## src/rtl/mem_bus_fabric_if.sv

```systemverilog
// Native memory bus bundles: master-side request/response and the
// broadcast slave-side channel group of the fabric.

// valid/ready: a requester raises valid with address/data/strobes stable and
// holds them until it samples ready high on a rising edge; that edge completes
// the transfer. ready is a single-cycle response, and rdata is valid only while
// ready is high. wstrb == 0 denotes a read.
interface mem_bus_if;
  logic        mem_valid;
  logic        mem_ready;
  logic [31:0] mem_addr;
  logic [31:0] mem_wdata;
  logic [3:0]  mem_wstrb;
  logic [31:0] mem_rdata;

  modport master (
    output mem_valid, mem_addr, mem_wdata, mem_wstrb,
    input  mem_ready, mem_rdata
  );
  modport slave (
    input  mem_valid, mem_addr, mem_wdata, mem_wstrb,
    output mem_ready, mem_rdata
  );
endinterface

interface slv_bus_if #(parameter int NSLV = 4);
  logic [NSLV-1:0]    slv_valid;
  logic [NSLV-1:0]    slv_ready;
  logic [NSLV*32-1:0] slv_rdata;
  logic [31:0]        slv_addr;
  logic [31:0]        slv_wdata;
  logic [3:0]         slv_wstrb;

  modport master (
    output slv_valid, slv_addr, slv_wdata, slv_wstrb,
    input  slv_ready, slv_rdata
  );
  modport slave (
    input  slv_valid, slv_addr, slv_wdata, slv_wstrb,
    output slv_ready, slv_rdata
  );
endinterface

```

## src/rtl/mem_bus_fabric.sv

```systemverilog
// One-master, NSLV-slave memory bus fabric with base/mask decode, a per-
// transaction registered slave select and error termination of unmapped/hung accesses.
module mem_bus_fabric #(
  parameter int                 NSLV     = 4,
  parameter logic [NSLV*32-1:0] SLV_BASE = {32'h90000000, 32'h80000000, 32'h30000000, 32'h00000000},
  parameter logic [NSLV*32-1:0] SLV_MASK = {4{32'hF0000000}},
  parameter int                 TIMEOUT  = 1024,
  parameter logic [31:0]        ERR_DATA = 32'hDEADBEEF
) (
  input  logic        clk,
  input  logic        rst,
  mem_bus_if.slave    mem,
  slv_bus_if.master   slv,
  output logic        err_pulse,
  output logic [1:0]  err_code,
  output logic [31:0] err_addr,
  output logic [15:0] err_count,
  output logic [1:0]  dbg_state
);

  typedef enum logic [1:0] {
    ST_IDLE   = 2'd0,
    ST_ACTIVE = 2'd1,
    ST_ERR    = 2'd2
  } state_t;

  localparam int             WDW     = (TIMEOUT > 0) ? $clog2(TIMEOUT + 1) : 1;
  localparam logic [WDW-1:0] WD_LAST = (TIMEOUT > 0) ? WDW'(TIMEOUT - 1) : '0;

  state_t          state;
  state_t          state_nxt;
  logic [NSLV-1:0] sel;
  logic [NSLV-1:0] hit_oh;
  logic            any_hit;
  logic [WDW-1:0]  wdog;
  logic            wd_expired;
  logic            sel_ready;
  logic [31:0]     sel_rdata;
  logic            err_set;
  logic [1:0]      err_code_set;

  // Scan from the top index down so the lowest matching region overwrites the rest.
  always_comb begin
    hit_oh  = '0;
    any_hit = 1'b0;
    for (int i = NSLV - 1; i >= 0; i--) begin
      if ((mem.mem_addr & SLV_MASK[32*i +: 32]) == (SLV_BASE[32*i +: 32] & SLV_MASK[32*i +: 32])) begin
        hit_oh    = '0;
        hit_oh[i] = 1'b1;
        any_hit   = 1'b1;
      end
    end
  end

  always_comb begin
    sel_rdata = '0;
    for (int i = 0; i < NSLV; i++) begin
      if (sel[i]) sel_rdata = sel_rdata | slv.slv_rdata[32*i +: 32];
    end
  end

  assign sel_ready  = |(slv.slv_ready & sel);
  assign wd_expired = (TIMEOUT != 0) && (wdog == WD_LAST);

  always_ff @(posedge clk) begin
    if (rst) state <= ST_IDLE;
    else     state <= state_nxt;
  end

  // Ready outranks both the valid-drop abort and the watchdog threshold.
  always_comb begin
    state_nxt    = state;
    err_set      = 1'b0;
    err_code_set = 2'b00;
    case (state)
      ST_IDLE: begin
        if (mem.mem_valid) begin
          if (any_hit) begin
            state_nxt = ST_ACTIVE;
          end else begin
            state_nxt    = ST_ERR;
            err_set      = 1'b1;
            err_code_set = 2'b01;
          end
        end
      end
      ST_ACTIVE: begin
        if (sel_ready) begin
          state_nxt = ST_IDLE;
        end else if (!mem.mem_valid) begin
          state_nxt = ST_IDLE;
        end else if (wd_expired) begin
          state_nxt    = ST_ERR;
          err_set      = 1'b1;
          err_code_set = 2'b10;
        end
      end
      ST_ERR:  state_nxt = ST_IDLE;
      default: state_nxt = ST_IDLE;
    endcase
  end

  always_comb begin
    slv.slv_valid  = '0;
    mem.mem_ready  = 1'b0;
    mem.mem_rdata  = '0;
    err_pulse      = 1'b0;
    case (state)
      ST_ACTIVE: begin
        slv.slv_valid = sel & {NSLV{mem.mem_valid}};
        mem.mem_ready = sel_ready;
        mem.mem_rdata = sel_rdata;
      end
      ST_ERR: begin
        mem.mem_ready = 1'b1;
        mem.mem_rdata = ERR_DATA;
        err_pulse     = 1'b1;
      end
      default: ;
    endcase
  end

  // Error status updates on the edge entering ERR, so it is already current
  // during the error response cycle.
  always_ff @(posedge clk) begin
    if (rst) begin
      sel       <= '0;
      wdog      <= '0;
      err_code  <= 2'b00;
      err_addr  <= '0;
      err_count <= '0;
    end else begin
      if (state == ST_IDLE && mem.mem_valid && any_hit) begin
        sel  <= hit_oh;
        wdog <= '0;
      end else if (state == ST_ACTIVE && state_nxt == ST_ACTIVE) begin
        wdog <= wdog + WDW'(1);
      end
      if (err_set) begin
        err_code <= err_code_set;
        err_addr <= mem.mem_addr;
        if (err_count != 16'hFFFF) err_count <= err_count + 16'd1;
      end
    end
  end

  assign slv.slv_addr  = mem.mem_addr;
  assign slv.slv_wdata = mem.mem_wdata;
  assign slv.slv_wstrb = mem.mem_wstrb;
  assign dbg_state     = state;

endmodule

```

## src/flat_wrapper.sv

```systemverilog
// flat-port wrapper written by rule: the top's interface ports become plain ports
module mem_bus_fabric_flat 
#(
  parameter int                 NSLV     = 4,
  parameter logic [NSLV*32-1:0] SLV_BASE = {32'h90000000, 32'h80000000, 32'h30000000, 32'h00000000},
  parameter logic [NSLV*32-1:0] SLV_MASK = {4{32'hF0000000}},
  parameter int                 TIMEOUT  = 1024,
  parameter logic [31:0]        ERR_DATA = 32'hDEADBEEF
)
  (clk, rst, err_pulse, err_code, err_addr, err_count, dbg_state, mem_mem_valid, mem_mem_addr, mem_mem_wdata, mem_mem_wstrb, mem_mem_ready, mem_mem_rdata, slv_slv_valid, slv_slv_addr, slv_slv_wdata, slv_slv_wstrb, slv_slv_ready, slv_slv_rdata);
  mem_bus_if mem_i ();
  slv_bus_if #(.NSLV(NSLV)) slv_i ();
  input  logic clk;
  input  logic rst;
  output logic err_pulse;
  output logic [1:0] err_code;
  output logic [31:0] err_addr;
  output logic [15:0] err_count;
  output logic [1:0] dbg_state;
  input wire logic [$bits(mem_i.mem_valid)-1:0] mem_mem_valid;
  input wire logic [$bits(mem_i.mem_addr)-1:0] mem_mem_addr;
  input wire logic [$bits(mem_i.mem_wdata)-1:0] mem_mem_wdata;
  input wire logic [$bits(mem_i.mem_wstrb)-1:0] mem_mem_wstrb;
  output wire logic [$bits(mem_i.mem_ready)-1:0] mem_mem_ready;
  output wire logic [$bits(mem_i.mem_rdata)-1:0] mem_mem_rdata;
  output wire logic [$bits(slv_i.slv_valid)-1:0] slv_slv_valid;
  output wire logic [$bits(slv_i.slv_addr)-1:0] slv_slv_addr;
  output wire logic [$bits(slv_i.slv_wdata)-1:0] slv_slv_wdata;
  output wire logic [$bits(slv_i.slv_wstrb)-1:0] slv_slv_wstrb;
  input wire logic [$bits(slv_i.slv_ready)-1:0] slv_slv_ready;
  input wire logic [$bits(slv_i.slv_rdata)-1:0] slv_slv_rdata;
  assign mem_i.mem_valid = mem_mem_valid;
  assign mem_i.mem_addr = mem_mem_addr;
  assign mem_i.mem_wdata = mem_mem_wdata;
  assign mem_i.mem_wstrb = mem_mem_wstrb;
  assign mem_mem_ready = mem_i.mem_ready;
  assign mem_mem_rdata = mem_i.mem_rdata;
  assign slv_slv_valid = slv_i.slv_valid;
  assign slv_slv_addr = slv_i.slv_addr;
  assign slv_slv_wdata = slv_i.slv_wdata;
  assign slv_slv_wstrb = slv_i.slv_wstrb;
  assign slv_i.slv_ready = slv_slv_ready;
  assign slv_i.slv_rdata = slv_slv_rdata;
  mem_bus_fabric #(.NSLV(NSLV), .SLV_BASE(SLV_BASE), .SLV_MASK(SLV_MASK), .TIMEOUT(TIMEOUT), .ERR_DATA(ERR_DATA)) u_core (.clk(clk), .rst(rst), .mem(mem_i), .slv(slv_i), .err_pulse(err_pulse), .err_code(err_code), .err_addr(err_addr), .err_count(err_count), .dbg_state(dbg_state));
endmodule
```

## config.mk

```make
export PLATFORM = sky130hd
export DESIGN_NAME = mem_bus_fabric_flat
export DESIGN_NICKNAME = d
export VERILOG_FILES = /design/src/rtl/mem_bus_fabric_if.sv /design/src/rtl/mem_bus_fabric.sv /design/src/flat_wrapper.sv
export SDC_FILE = /design/constraint.sdc
export NUM_CORES = 1
export LEC_CHECK = 0
export BUFFER_PORTS_ARGS = -buffer_cell sky130_fd_sc_hd__buf_2
export CELL_PAD_IN_SITES_DETAIL_PLACEMENT = 1
export CELL_PAD_IN_SITES_GLOBAL_PLACEMENT = 1
export CORE_MARGIN = 5
export CORE_UTILIZATION = 25
export DETAILED_ROUTE_END_ITERATION = 8
export GPL_TIMING_DRIVEN = 0
export HOLD_SLACK_MARGIN = 0.08
export PLACE_DENSITY_LB_ADDON = 0.1
export SLEW_MARGIN = 20
export SYNTH_ARGS = -nofsm -noshare
export SYNTH_HDL_FRONTEND = slang
export SYNTH_SLANG_ARGS = --single-unit
```

## constraint.sdc

```tcl
create_clock -name clk -period 3.05 [get_ports clk]
set_input_delay 0.305 -clock clk [delete_from_list [all_inputs] [get_ports clk]]
set_output_delay 0.305 -clock clk [all_outputs]
set_load 0.1 [all_outputs]
```

==> results.env <==
SYNTH_SIMPLE_GATE_AREA_SHARE_PCT=19.9
WORSTSETUPPATHTYPE='reg2out'
SYN-INSTANCE-COUNT=552
POSTSYNTHNETCOUNT=760
LAYOUT_SETUP_WS_PS=225
SETUP.WORST_PATH.START_CLASS='register'
YOSYS.AREA_SHARE.ADDER_PCT=1.47
CTS.SINKS=67
FIRST_PASS_GRT_WIRE_LENGTH_UM=32400
MAX-CAP-VIOLATIONS=0
MIN_PERIOD_OVER_PERIOD_PCT=92.6
YS_WARN_COUNT=0
PLACED_CELLS=1095
GRT_MAX_DEGREE=12
NETLIST-CELL-TYPE-COUNT=44
MIN-DELAY-PATH-CLASS='in2reg'
RELATIVE_AREA_CHANGE_FROM_SYNTHESIS_TO_FINAL_LAYOUT_PCT=56.9
DR_TOTAL_VIAS=5487
DIE_WIDTH_UM=141
TOTAL_LEAKAGE_POWER_nW=3.19
AVGROUTEDWIREPERCELL_UM=19.3
MOSTFREQUENTLAYOUTCELLS='sky130_fd_sc_hd__buf_2 (318), sky130_fd_sc_hd__nand2_1 (89), sky130_fd_sc_hd__buf_4 (79)'
GLOBALROUTE.TOTALOVERFLOW=0
POWER_DENSITY_nW_PER_UM2=521
RSZ0062_AT_GRT='no'
MAXIMUM_RESISTIVE_DROP_ON_VDD_V=0.000287
MOST_COMMON_LIBRARY_CELL_IN_THE_LAYOUT_IGNORING_FILL_AND_TAPS='sky130_fd_sc_hd__buf_2'
POSTSYNTHAREAPERCELL_UM2=7.71
SYNTH_TOP_AREA_SHARE_PCT=31.5
DIEAREA_UM2=19700
MULTIINPUTGATEAREA_UM2=2350
ROUTE.DETAILED.VIAS_PER_INST=4.93
WORST_SKEW_PAIR.LATE_LATENCY_PS=330
POSTCTSHOLDBUFS=0
WORST_SLEW_PIN_SLEW_PS=791
HTREEDEPTH=3
CRIT_PATH_END_KIND='output pin'
POST-SYNTH-TOP-AREA-CELL='sky130_fd_sc_hd__dfxtp_1'
IOS=361
ROUTED_WL_UM=21400
CRITICAL_PATH_REQUIRED_TIME_PS=2740
CLOCKROOTBUFFER='sky130_fd_sc_hd__clkbuf_16'
CLKSLEWWORSTSETUPHOLDPATHS_PS=60
SYNTHMUXAREASHARE_PCT=0.500
DETAILED_PLACE_HPWL_UM=17800
FIN_NETS=1094
FLOORPLAN.INITIALDENSITY_PCT=25.6
SEQUENTIAL_TO_TOTAL_AREA_SHARE_FROM_YOSYS_STAT_PCT=31.5
FP.COREAREA_UM2=16600
DIE_HEIGHT_UM=141
HIGHEST_NET_FANOUT_ALONG_THE_WORST_PATH=10
FINAL-SETUP-VIOL-COUNT=0
FINALPOWER_mW=3.48
DRT.ANTENNA.VIOLATING_NETS=0
CLOCK.FMAX_MHz=354
FINALNONFILLERCELLS=1112
GRT_ANTENNA_BEFORE_REPAIR=2
PORT-BUFFER-COUNT=323
VIA_COUNT_OF_THE_FIRST_GLOBAL_ROUTING_PASS=5886
FINCLKSKEW_PS=4.95
CTS_INSERTED_BUFFERS=9
WORST_SLEW_MARGIN_REL_PCT=47.3
CP.ARRIVAL_PS=2520
HOLD_VIOL_FINAL=0
TIMING_MAX_TRANSITION_VIOLATIONS_FINAL=0
STD_CELL_ROWS=47
SYNTHESIS.AREA_UM2=4260
DETAIL_ROUTE.DRC_VIOLATIONS=0
SYNTH-COMPOUND-AREA-SHARE_PCT=29.3
RUN_STATUS='finished clean'
WORST_HOLD_SLACK_PS=231
DRC_MARKER_COUNT_FROM_THE_FIRST_DETAILED_ROUTE_ITERATION=141
REGISTER_AREA_UM2=1340
PLACE_CONGESTION=0.887
SYNTH.AREA.TOP_CELLS='sky130_fd_sc_hd__dfxtp_1 (32%), sky130_fd_sc_hd__buf_4 (13%), sky130_fd_sc_hd__nand2_1 (7.8%)'
CLOCK_TREE.BUFFER_DEPTH=2
SYNTH-SEQ-CELLS=67
SYNTH_TOP_FAMILY_BY_AREA='compound AO/OA/AOI/OAI gates'
DRIVE_ABOVE_1_SHARE_PCT=51.4
CTS_TREE='yes'
WORST_SETUP_SLACK_POST_DPL_PS=248
POST-CTS-SETUP-BUFFERS=0
PERIOD_NEEDED_PS=2830
SYNTH_XOR_XNOR_AREA_SHARE_PCT=1.03
DRT_PRE_ANTENNA_ITERS=4
FILLCELLCOUNT=2132
GRT_UTIL_ALL_LAYERS_PCT=20.4
==> metrics by stage <==
stage / util, % / cell area (um^2) / TNS (ps)
final: 40.1 / 6680 / 0
after CTS: 40.1 / 6670 / 0
after global placement: 37.7 / 6280 / 0
after detailed placement: 37.7 / 6280 / 0
after floorplan: - / 4380 / -4880
after global routing: 40.1 / 6680 / 0
==> sequential cells by signal (all words and copies together), names as in the netlist <==
register	cells
u_core.wdog	11
u_core.err_count	16
u_core.err_addr	32
u_core.sel	4
u_core.err_code	2
u_core.dbg_state	2
==> metal layers <==
layer / vias to the layer above / share of wire [%] / track usage, %
li1: 2624 / - / -
met1: 2583 / 39 / 23.2
met3: 30 / 8.8 / 6.34
met2: 248 / 50 / 37.0
met4: 2 / 1.8 / 5.20
met5: - / 0.093 / 0
==> worst max-delay path, stage by stage (launching register included) <==
cell,delay (ps)
sky130_fd_sc_hd__dfxtp_1,300
sky130_fd_sc_hd__buf_2,190
sky130_fd_sc_hd__clkbuf_1,420
sky130_fd_sc_hd__clkbuf_1,470
sky130_fd_sc_hd__a22oi_1,200
sky130_fd_sc_hd__a21oi_2,160
sky130_fd_sc_hd__buf_2,440
==> cell usage after synthesis (all sizes together) <==
library cell and count:
o211ai 6, a21oi 64, a221oi 24, nand2 89, a21o 1, nor4b 2
o21a 1, nor3 4, xor2 2, o22ai 1, o31a 2, nand2b 3
a22oi 16, nand4b 1, nand3 13, buf 75, and3 10, inv 4
mux2 1, nand4 5, nor4 2, and4 3, a22o 26, clkbuf 32
o31ai 9, nor2b 3, a31oi 2, dfxtp 67, mux2i 1, or4 12
ha 5, and2 2, o21ai 37, xnor2 3, a211oi 2, or3 8
nor2 14
==> power by group <==
part | internal [mW] | switching (mW)
Sequential | 0.912 | 0.0215
Combinational | 0.266 | 0.968
Clock | 0.927 | 0.386
==> final timing paths <==
path / startpoint / endpoint / slack [ps] / depth (start not counted)
worst max-delay path: u_core.sel[3] / mem_mem_rdata[8] / 220 / 6
worst min-delay path: mem_mem_addr[25] / u_core.err_addr[25] / 230 / 3
worst max register to register: u_core.sel[0] / u_core.err_count[15] / 370 / 8
worst min register to register: u_core.err_addr[19] / u_core.err_addr[19] / 450 / 2
==> final cells by class <==
cell class	count	area share, %
multi-input cells	374	35.1
repair buffers	323	24.5
flip-flops and latches	67	20.1
plain buffers	107	10.3
well taps	220	4.12
clock buffers	12	3.84
clock inverters	4	1.80
inverters	4	0.225
diodes	1	0.0375
==> cell families after synthesis <==
kind of cell / after synthesis
AOI/OAI and AO/OA: 191
and+or+nand+nor: 171
buffers and inverters: 111
DFF: 67
xor gates and xnor gates: 5
adders and majority gates: 5
muxes: 2
==> what timing repair did <==
action                     in CTS  in global routing
hold endpoints to repair        0                  0
resized for setup               8                 13
setup endpoints to repair      14                 30
Power figures use the tool's default switching activity.
